## src/rtl/afu_csr_arbiter_if.sv

```systemverilog
// CSR bus bundle for afu_csr_arbiter: two requesting masters (m0 host MMIO,
// m1 management/DMA descriptors) plus the shared CSR slave port.
// The arbiter takes the 'slave' view: it serves m0/m1 and drives the s_* command.
interface afu_csr_arbiter_if #(
  parameter int DATA_WIDTH = 64,
  parameter int ADDR_WIDTH = 3
);
  logic                  m0_read;
  logic                  m0_write;
  logic [ADDR_WIDTH-1:0] m0_address;
  logic [DATA_WIDTH-1:0] m0_writedata;
  logic                  m0_waitrequest;
  logic [DATA_WIDTH-1:0] m0_readdata;
  logic                  m0_readdatavalid;

  logic                  m1_read;
  logic                  m1_write;
  logic [ADDR_WIDTH-1:0] m1_address;
  logic [DATA_WIDTH-1:0] m1_writedata;
  logic                  m1_waitrequest;
  logic [DATA_WIDTH-1:0] m1_readdata;
  logic                  m1_readdatavalid;

  logic                  s_read;
  logic                  s_write;
  logic [ADDR_WIDTH-1:0] s_address;
  logic [DATA_WIDTH-1:0] s_writedata;
  logic [DATA_WIDTH-1:0] s_readdata;

  logic                  proto_err;

  modport slave (
    input  m0_read, m0_write, m0_address, m0_writedata,
    input  m1_read, m1_write, m1_address, m1_writedata,
    input  s_readdata,
    output m0_waitrequest, m0_readdata, m0_readdatavalid,
    output m1_waitrequest, m1_readdata, m1_readdatavalid,
    output s_read, s_write, s_address, s_writedata,
    output proto_err
  );

  modport master (
    output m0_read, m0_write, m0_address, m0_writedata,
    output m1_read, m1_write, m1_address, m1_writedata,
    output s_readdata,
    input  m0_waitrequest, m0_readdata, m0_readdatavalid,
    input  m1_waitrequest, m1_readdata, m1_readdatavalid,
    input  s_read, s_write, s_address, s_writedata,
    input  proto_err
  );
endinterface

```

## src/rtl/afu_csr_arbiter.sv

```systemverilog
// Two-master round-robin arbiter onto the AFU 64-bit CSR slave.
// One command accepted per cycle, registered onto s_*; reads are tagged with
// the issuing master so fixed-latency s_readdata is steered back correctly.
module afu_csr_arbiter #(
  parameter int DATA_WIDTH = 64,
  parameter int ADDR_WIDTH = 3,
  parameter int RD_LATENCY = 1
) (
  input logic               clk,
  input logic               reset,
  afu_csr_arbiter_if.slave  bus
);

  logic                  req0, req1;
  logic                  grant0, grant1;
  logic                  last_grant_q, last_grant_d;

  logic                  win_read, win_write;
  logic [ADDR_WIDTH-1:0] win_address;
  logic [DATA_WIDTH-1:0] win_writedata;

  logic                  s_read_q, s_read_d;
  logic                  s_write_q, s_write_d;
  logic [ADDR_WIDTH-1:0] s_address_q, s_address_d;
  logic [DATA_WIDTH-1:0] s_writedata_q, s_writedata_d;
  logic                  proto_err_q, proto_err_d;

  // Tag pipeline: stage 0 lines up with s_read, stage RD_LATENCY with s_readdata.
  logic [RD_LATENCY:0]   tag_v_q, tag_v_d;
  logic [RD_LATENCY:0]   tag_id_q, tag_id_d;
  logic                  head_v, head_id;
  logic                  rsp0, rsp1;

  assign req0 = bus.m0_read | bus.m0_write;
  assign req1 = bus.m1_read | bus.m1_write;

  // Round-robin grant: on contention the master that did not win last time goes.
  always_comb begin
    grant0 = 1'b0;
    grant1 = 1'b0;
    if (!reset) begin
      if (req0 && req1) begin
        grant0 = last_grant_q;
        grant1 = ~last_grant_q;
      end else begin
        grant0 = req0;
        grant1 = req1;
      end
    end
  end

  // Winner mux and next-state for the registered slave command and tags.
  always_comb begin
    win_read      = grant0 ? bus.m0_read      : bus.m1_read;
    win_write     = grant0 ? bus.m0_write     : bus.m1_write;
    win_address   = grant0 ? bus.m0_address   : bus.m1_address;
    win_writedata = grant0 ? bus.m0_writedata : bus.m1_writedata;

    last_grant_d  = last_grant_q;
    s_read_d      = 1'b0;
    s_write_d     = 1'b0;
    s_address_d   = s_address_q;
    s_writedata_d = s_writedata_q;
    proto_err_d   = proto_err_q;

    if (grant0 || grant1) begin
      last_grant_d  = grant1;
      // A simultaneous read+write goes out as a write; the read is dropped.
      s_read_d      = win_read & ~win_write;
      s_write_d     = win_write;
      s_address_d   = win_address;
      s_writedata_d = win_writedata;
      if (win_read && win_write) begin
        proto_err_d = 1'b1;
      end
    end

    tag_v_d  = {tag_v_q[RD_LATENCY-1:0], s_read_d};
    tag_id_d = {tag_id_q[RD_LATENCY-1:0], grant1};
  end

  // State registers with synchronous active-high reset.
  always_ff @(posedge clk) begin
    if (reset) begin
      last_grant_q  <= 1'b1;
      s_read_q      <= 1'b0;
      s_write_q     <= 1'b0;
      s_address_q   <= '0;
      s_writedata_q <= '0;
      proto_err_q   <= 1'b0;
      tag_v_q       <= '0;
      tag_id_q      <= '0;
    end else begin
      last_grant_q  <= last_grant_d;
      s_read_q      <= s_read_d;
      s_write_q     <= s_write_d;
      s_address_q   <= s_address_d;
      s_writedata_q <= s_writedata_d;
      proto_err_q   <= proto_err_d;
      tag_v_q       <= tag_v_d;
      tag_id_q      <= tag_id_d;
    end
  end

  assign head_v  = tag_v_q[RD_LATENCY];
  assign head_id = tag_id_q[RD_LATENCY];
  assign rsp0    = head_v & ~head_id;
  assign rsp1    = head_v & head_id;

  assign bus.m0_waitrequest   = ~grant0;
  assign bus.m1_waitrequest   = ~grant1;
  assign bus.m0_readdatavalid = rsp0;
  assign bus.m1_readdatavalid = rsp1;
  assign bus.m0_readdata      = rsp0 ? bus.s_readdata : '0;
  assign bus.m1_readdata      = rsp1 ? bus.s_readdata : '0;

  assign bus.s_read      = s_read_q;
  assign bus.s_write     = s_write_q;
  assign bus.s_address   = s_address_q;
  assign bus.s_writedata = s_writedata_q;
  assign bus.proto_err   = proto_err_q;

endmodule

```

## src/flat_wrapper.sv

```systemverilog
// flat-port wrapper written by rule: the top's interface ports become plain ports
module afu_csr_arbiter_flat 
#(
  parameter int DATA_WIDTH = 64,
  parameter int ADDR_WIDTH = 3,
  parameter int RD_LATENCY = 1
)
  (clk, reset, bus_m0_read, bus_m0_write, bus_m0_address, bus_m0_writedata, bus_m1_read, bus_m1_write, bus_m1_address, bus_m1_writedata, bus_s_readdata, bus_m0_waitrequest, bus_m0_readdata, bus_m0_readdatavalid, bus_m1_waitrequest, bus_m1_readdata, bus_m1_readdatavalid, bus_s_read, bus_s_write, bus_s_address, bus_s_writedata, bus_proto_err);
  afu_csr_arbiter_if #(.DATA_WIDTH(DATA_WIDTH), .ADDR_WIDTH(ADDR_WIDTH)) bus_i ();
  input logic clk;
  input logic reset;
  input wire logic [$bits(bus_i.m0_read)-1:0] bus_m0_read;
  input wire logic [$bits(bus_i.m0_write)-1:0] bus_m0_write;
  input wire logic [$bits(bus_i.m0_address)-1:0] bus_m0_address;
  input wire logic [$bits(bus_i.m0_writedata)-1:0] bus_m0_writedata;
  input wire logic [$bits(bus_i.m1_read)-1:0] bus_m1_read;
  input wire logic [$bits(bus_i.m1_write)-1:0] bus_m1_write;
  input wire logic [$bits(bus_i.m1_address)-1:0] bus_m1_address;
  input wire logic [$bits(bus_i.m1_writedata)-1:0] bus_m1_writedata;
  input wire logic [$bits(bus_i.s_readdata)-1:0] bus_s_readdata;
  output wire logic [$bits(bus_i.m0_waitrequest)-1:0] bus_m0_waitrequest;
  output wire logic [$bits(bus_i.m0_readdata)-1:0] bus_m0_readdata;
  output wire logic [$bits(bus_i.m0_readdatavalid)-1:0] bus_m0_readdatavalid;
  output wire logic [$bits(bus_i.m1_waitrequest)-1:0] bus_m1_waitrequest;
  output wire logic [$bits(bus_i.m1_readdata)-1:0] bus_m1_readdata;
  output wire logic [$bits(bus_i.m1_readdatavalid)-1:0] bus_m1_readdatavalid;
  output wire logic [$bits(bus_i.s_read)-1:0] bus_s_read;
  output wire logic [$bits(bus_i.s_write)-1:0] bus_s_write;
  output wire logic [$bits(bus_i.s_address)-1:0] bus_s_address;
  output wire logic [$bits(bus_i.s_writedata)-1:0] bus_s_writedata;
  output wire logic [$bits(bus_i.proto_err)-1:0] bus_proto_err;
  assign bus_i.m0_read = bus_m0_read;
  assign bus_i.m0_write = bus_m0_write;
  assign bus_i.m0_address = bus_m0_address;
  assign bus_i.m0_writedata = bus_m0_writedata;
  assign bus_i.m1_read = bus_m1_read;
  assign bus_i.m1_write = bus_m1_write;
  assign bus_i.m1_address = bus_m1_address;
  assign bus_i.m1_writedata = bus_m1_writedata;
  assign bus_i.s_readdata = bus_s_readdata;
  assign bus_m0_waitrequest = bus_i.m0_waitrequest;
  assign bus_m0_readdata = bus_i.m0_readdata;
  assign bus_m0_readdatavalid = bus_i.m0_readdatavalid;
  assign bus_m1_waitrequest = bus_i.m1_waitrequest;
  assign bus_m1_readdata = bus_i.m1_readdata;
  assign bus_m1_readdatavalid = bus_i.m1_readdatavalid;
  assign bus_s_read = bus_i.s_read;
  assign bus_s_write = bus_i.s_write;
  assign bus_s_address = bus_i.s_address;
  assign bus_s_writedata = bus_i.s_writedata;
  assign bus_proto_err = bus_i.proto_err;
  afu_csr_arbiter #(.DATA_WIDTH(DATA_WIDTH), .ADDR_WIDTH(ADDR_WIDTH), .RD_LATENCY(RD_LATENCY)) u_core (.clk(clk), .reset(reset), .bus(bus_i));
endmodule
```

## config.mk

```make
export PLATFORM = sky130hd
export DESIGN_NAME = afu_csr_arbiter_flat
export DESIGN_NICKNAME = d
export VERILOG_FILES = /design/src/rtl/afu_csr_arbiter_if.sv /design/src/rtl/afu_csr_arbiter.sv /design/src/flat_wrapper.sv
export SDC_FILE = /design/constraint.sdc
export NUM_CORES = 1
export LEC_CHECK = 0
export CORE_AREA = 3 3 157 159
export CTS_CLUSTER_DIAMETER = 80
export DETAILED_ROUTE_END_ITERATION = 8
export DIE_AREA = 0 0 160 162
export GPL_ROUTABILITY_DRIVEN = 0
export GPL_TIMING_DRIVEN = 0
export PLACE_DENSITY = 0.61
export SETUP_SLACK_MARGIN = 0.4
export SLEW_MARGIN = 20
export SYNTH_ARGS = -nofsm -noshare
export SYNTH_HDL_FRONTEND = slang
export SYNTH_SLANG_ARGS = --single-unit
```

## constraint.sdc

```tcl
create_clock -name clk -period 2.2 [get_ports clk]
set_input_delay 0.44 -clock clk [delete_from_list [all_inputs] [get_ports clk]]
set_output_delay 0.44 -clock clk [all_outputs]
set_load 0.1 [all_outputs]
```

# ---- Word-level counts from Yosys, hierarchy flattened
# Cells that the tools add are included.
dict set report totals {
  register_bits 75
  latch_bits 0
  mem_bits_rw 0
  mem_bits_ro 0
  output_inout_bits 202
  mem_count 0
}
dict set report op_classes {
  addsub 0
  n_mul 0
  div 0
  order_cmp 0
  eq_ne 0
  shift 0
  mux 11
  n_bitwise 11
  n_reduce_logical 5
}
# op n
set op_table {}
lappend op_table {{2-to-1 mux 64 bit} 3}
lappend op_table {{2-to-1 mux 1 bit} 7}
lappend op_table {{NOT 1 bit} 6}
lappend op_table {{bitwise AND 1 bit} 3}
lappend op_table {{2-to-1 mux 3 bit} 1}
lappend op_table {{logical AND 1 bit} 2}
lappend op_table {{bitwise OR 1 bit} 2}
lappend op_table {{AND reduction 2 bit} 1}
lappend op_table {{OR reduction 2 bit} 1}
lappend op_table {{logical OR 1 bit} 1}

# ---- Longest topological paths before layout
# Gate-level depths: netlist (run 1).
dict set report depth {
  depth_word 8
  depth_mapped 7
}

# ---- Worst setup path after synthesis (run 1)
# OpenSTA, ideal clock, no wires.
dict set report synth_timing {
  path_type {register to output}
  startpoint {reg u_core.tag_v_q[1]}
  endpoint {out bus_m0_readdata[54]}
  arrival_time_ps 2321
  required_time_ps 1760
  path_slack_ps -561
  stages_incl_launch_ff 4
  path_buffers 1
  cell_sequence {dfxtp_1 -> nor2b_1 -> clkbuf_1 -> and2_1}
}
dict set report synth_between {
  elab_chain_len 2
}
# element line_no
set synth_rtl {}
lappend synth_rtl {{from (decl)} afu_csr_arbiter.sv:29} ;# logic [RD_LATENCY:0] tag_v_q, tag_v_d;
lappend synth_rtl {{from (signal assigned)} afu_csr_arbiter.sv:100} ;# tag_v_q <= tag_v_d;
lappend synth_rtl {{bitwise AND 1 bit} afu_csr_arbiter.sv:107} ;# assign rsp0 = head_v & ~head_id;
lappend synth_rtl {{named net bus_m0_readdatavalid} flat_wrapper.sv:23} ;# output wire logic [$bits(bus_i.m0_readdatavalid)-1:0] bus_m0_readdatavalid;
lappend synth_rtl {{2-to-1 mux 64 bit} afu_csr_arbiter.sv:114} ;# assign bus.m0_readdata = rsp0 ? bus.s_readdata : '0;
lappend synth_rtl {{to (decl)} flat_wrapper.sv:22} ;# output wire logic [$bits(bus_i.m0_readdata)-1:0] bus_m0_readdata;
# The timed path passes the listed nets, and every way through them passes these cells.

# ---- Final worst setup path (run 1)
dict set report layout_timing {
  startpoint {reg u_core.tag_v_q[1]}
  endpoint {out bus_m0_readdata[30]}
}
dict set report layout_between {
  elab_chain_len 2
}
# element line_no
set layout_rtl {}
lappend layout_rtl {{bitwise AND 1 bit} afu_csr_arbiter.sv:107}
lappend layout_rtl {{2-to-1 mux 64 bit} afu_csr_arbiter.sv:114}
# Every way passes these cells.

==> results of run 1 <==
logic make-up after synthesis:
logic type             Yosys count  share of synthesized area
AO/OA/AOI/OAI                  144                      0.300
buffers and inverters          130                      0.128
flip-flops                      74                      0.359
AND/OR/NAND/NOR                141                      0.212
metrics by stage:
stage	util	setup WS (ps)	cell area, µm²	hold WS [ps]
after floorplan	-	373	4410	414
after global placement	0.377	-1370	8830	435
after detailed placement	0.377	-1340	8830	438
after CTS	0.410	134	9600	369
after global routing	0.451	147	10500	407
final	0.451	210	10500	397
path summary, 6_finish.rpt:
path                                                  startpoint                                      end  slack [ps]  cells after the start
worst max-delay path                u_core.tag_v_q[1]$_SDFF_PP0_                      bus_m0_readdata[30]         210                      5
worst min-delay path                                 bus_m0_read        u_core.bus.proto_err$_SDFFE_PP0P_         400                      3
worst max register to register  u_core.last_grant_q$_SDFFE_PP1P_  u_core.bus.s_writedata[19]$_SDFFE_PP0P_         620                      6
worst min register to register     u_core.tag_id_q[0]$_SDFF_PP0_            u_core.tag_id_q[1]$_SDFF_PP0_         440                      1
repair_timing:
item / CTS / global route
gates resized for setup: 1098 / 451
buffers inserted: 7 / 7
gates cloned: 0 / 3
pin swaps: 2 / 2
endpoints found under the setup margin: 269 / 228
synth_stat cells (2+ instances only):
master,instances
a21oi_1,3
and3_1,64
inv_1,69
o221a_1,30
nor2b_1,4
nand3_1,2
o221a_2,37
dfxtp_1,74
o21bai_1,2
buf_6,4
nand2_1,2
buf_2,8
and2_1,65
clkbuf_1,49
a31oi_1,68
layout make-up:
cell class,instances,area (µm²)
diodes,5,12.5
plain buffers,61,507
clock buffers,10,229
clock inverters,6,65.1
fillers,2199,12900
inverters,69,259
multi-input cells,285,2470
flip-flops and latches,74,1490
well taps,319,399
repair buffers,419,5110
layer usage:
layer / up-vias / GRT usage / wire (µm)
met5: - / 0 / 13
met4: 2 / 0.0801 / 1150
met3: 54 / 0.0513 / 1840
met2: 297 / 0.322 / 13700
met1: 2624 / 0.185 / 9400
li1: 2641 / - / -
registers in the layout (all words and copies together) (netlist names):
name and flops:
u_core.last_grant_q 1, u_core.bus.proto_err 1, u_core.tag_id_q 2, u_core.bus.s_address 3, u_core.bus.s_write 1, u_core.tag_v_q 2, u_core.bus.s_writedata 64
where the power goes:
group          internal [mW]  switching [mW]  total (mW)
combinational          0.823            1.61        2.44
sequential              1.46          0.0692        1.53
clock                  0.884           0.632        1.52
total                   3.17            2.31        5.48
critical path, stage by stage (launching register included):
cell and delay, ps:
dfxtp_4 360, nor2b_4 170, buf_8 160, buf_6 150, and2_4 180, buf_12 180
==> impl_metrics.env, run 1 <==
export IMPL_status="completed"
export IMPL_async_reset_ff_frac=0
export IMPL_synth_area_leaders="dfxtp_1, a31oi_1, o221a_2"
export IMPL_tightest_slew_ps=581
export IMPL_area_growth_pct=156
export IMPL_num_rows=56
export IMPL_first_pass_iters=4
export IMPL_synth_distinct_cells=23
export IMPL_yosys_area_top_type_share=0.359
export IMPL_start_util=0.176
export IMPL_hold_viol=0
export IMPL_cts_root_buf="clkbuf_16"
export IMPL_power_mw=5.48
export IMPL_vias_per_cell=4.50
export IMPL_cap_violations=0
export IMPL_antenna_found_initial=6
export IMPL_finalNetCount=1123
export IMPL_grt_pass1_wl_um=34900
export IMPL_gr_total_overflow=0
export IMPL_arrival_ps=1550
export IMPL_finalCriticalPeriod_ps=1990
export IMPL_wl_per_cell_um=21.0
export IMPL_synth_warnings=0
export IMPL_htreeDepth=3
export IMPL_relSlewSlack=0.613
export IMPL_wl_um=26200
export IMPL_final_cells=1248
export IMPL_required_ps=1760
export IMPL_cts_tree="yes"
export IMPL_chipWidth_um=160
export IMPL_clock_latency_ps=340
export IMPL_placed_cells=1210
export IMPL_drive_gt1_frac=0.489
export IMPL_track_usage=0.175
export IMPL_crit_path_end_kind="output port"
export IMPL_drc=0
export IMPL_clockBufferDepth=2
export IMPL_p_per_area_nw_per_um2=520
export IMPL_die_h_um=162
export IMPL_hold_path_class="in -> reg"
export IMPL_num_vias=5618
export IMPL_final_common_cell="clkdlybuf4s50_1"
export IMPL_syn_area_um2=4120
export IMPL_rsz0062_at_grt="true"
export IMPL_drv_slew=0
export IMPL_clock_fmax_mhz=502
export IMPL_dp_hpwl_um=20000
export IMPL_netlist_instances=489
export IMPL_seq_area_frac_synth=0.359
export IMPL_grt_pass1_vias=5571
export IMPL_avgSynthCellArea_um2=8.43
export IMPL_ios=406
export IMPL_timing_worst_setup_path_type="reg -> out"
export IMPL_cts_made_buffers=9
export IMPL_mostFrequentLayoutCells="clkdlybuf4s50_1, buf_12, clkbuf_2, dfxtp_1"
export IMPL_max_vdd_ir_drop_mv=0.380
export IMPL_synth_edf_count=0
export IMPL_finalCritPeriodShare=0.905
export IMPL_worst_setup_path_start_kind="register"
export IMPL_clock_sinks=74
export IMPL_path_max_fanout=10
export IMPL_setup_violations=0
export IMPL_drt_initial_drc_count=268
export IMPL_ys_flop_type="dfxtp_1"
export IMPL_die_area_um2=25900
export IMPL_finalSetupTns_ps=0
export IMPL_synth_top_area_cell="dfxtp_1"
export IMPL_cts_hold_fix_buffers=0
export IMPL_p_leak_nw=4.59
export IMPL_clk_pin_slew_ps=60
export IMPL_portBuffers=402
export IMPL_grt_max_degree=14
export IMPL_ant_nets=0
export IMPL_syn_nets=693
export IMPL_yosys_register_bits=74
export IMPL_clock_skew_final_ps=6.99
export IMPL_core_area_um2=23400
Note: power is estimated with default switching activity, not from simulation.
==> run 2, diff against run 1 <==
- CTS_CLUSTER_SIZE: default -> 14
==> results of run 2 <==
Final layout, timing and power as in run 1 (identical DEF).
==> run 3, diff against run 2 <==
- HOLD_SLACK_MARGIN: default -> 0.12
- SLEW_MARGIN: 20 -> 10
==> results of run 3 <==
Final layout, timing and power as in run 1 (identical DEF).
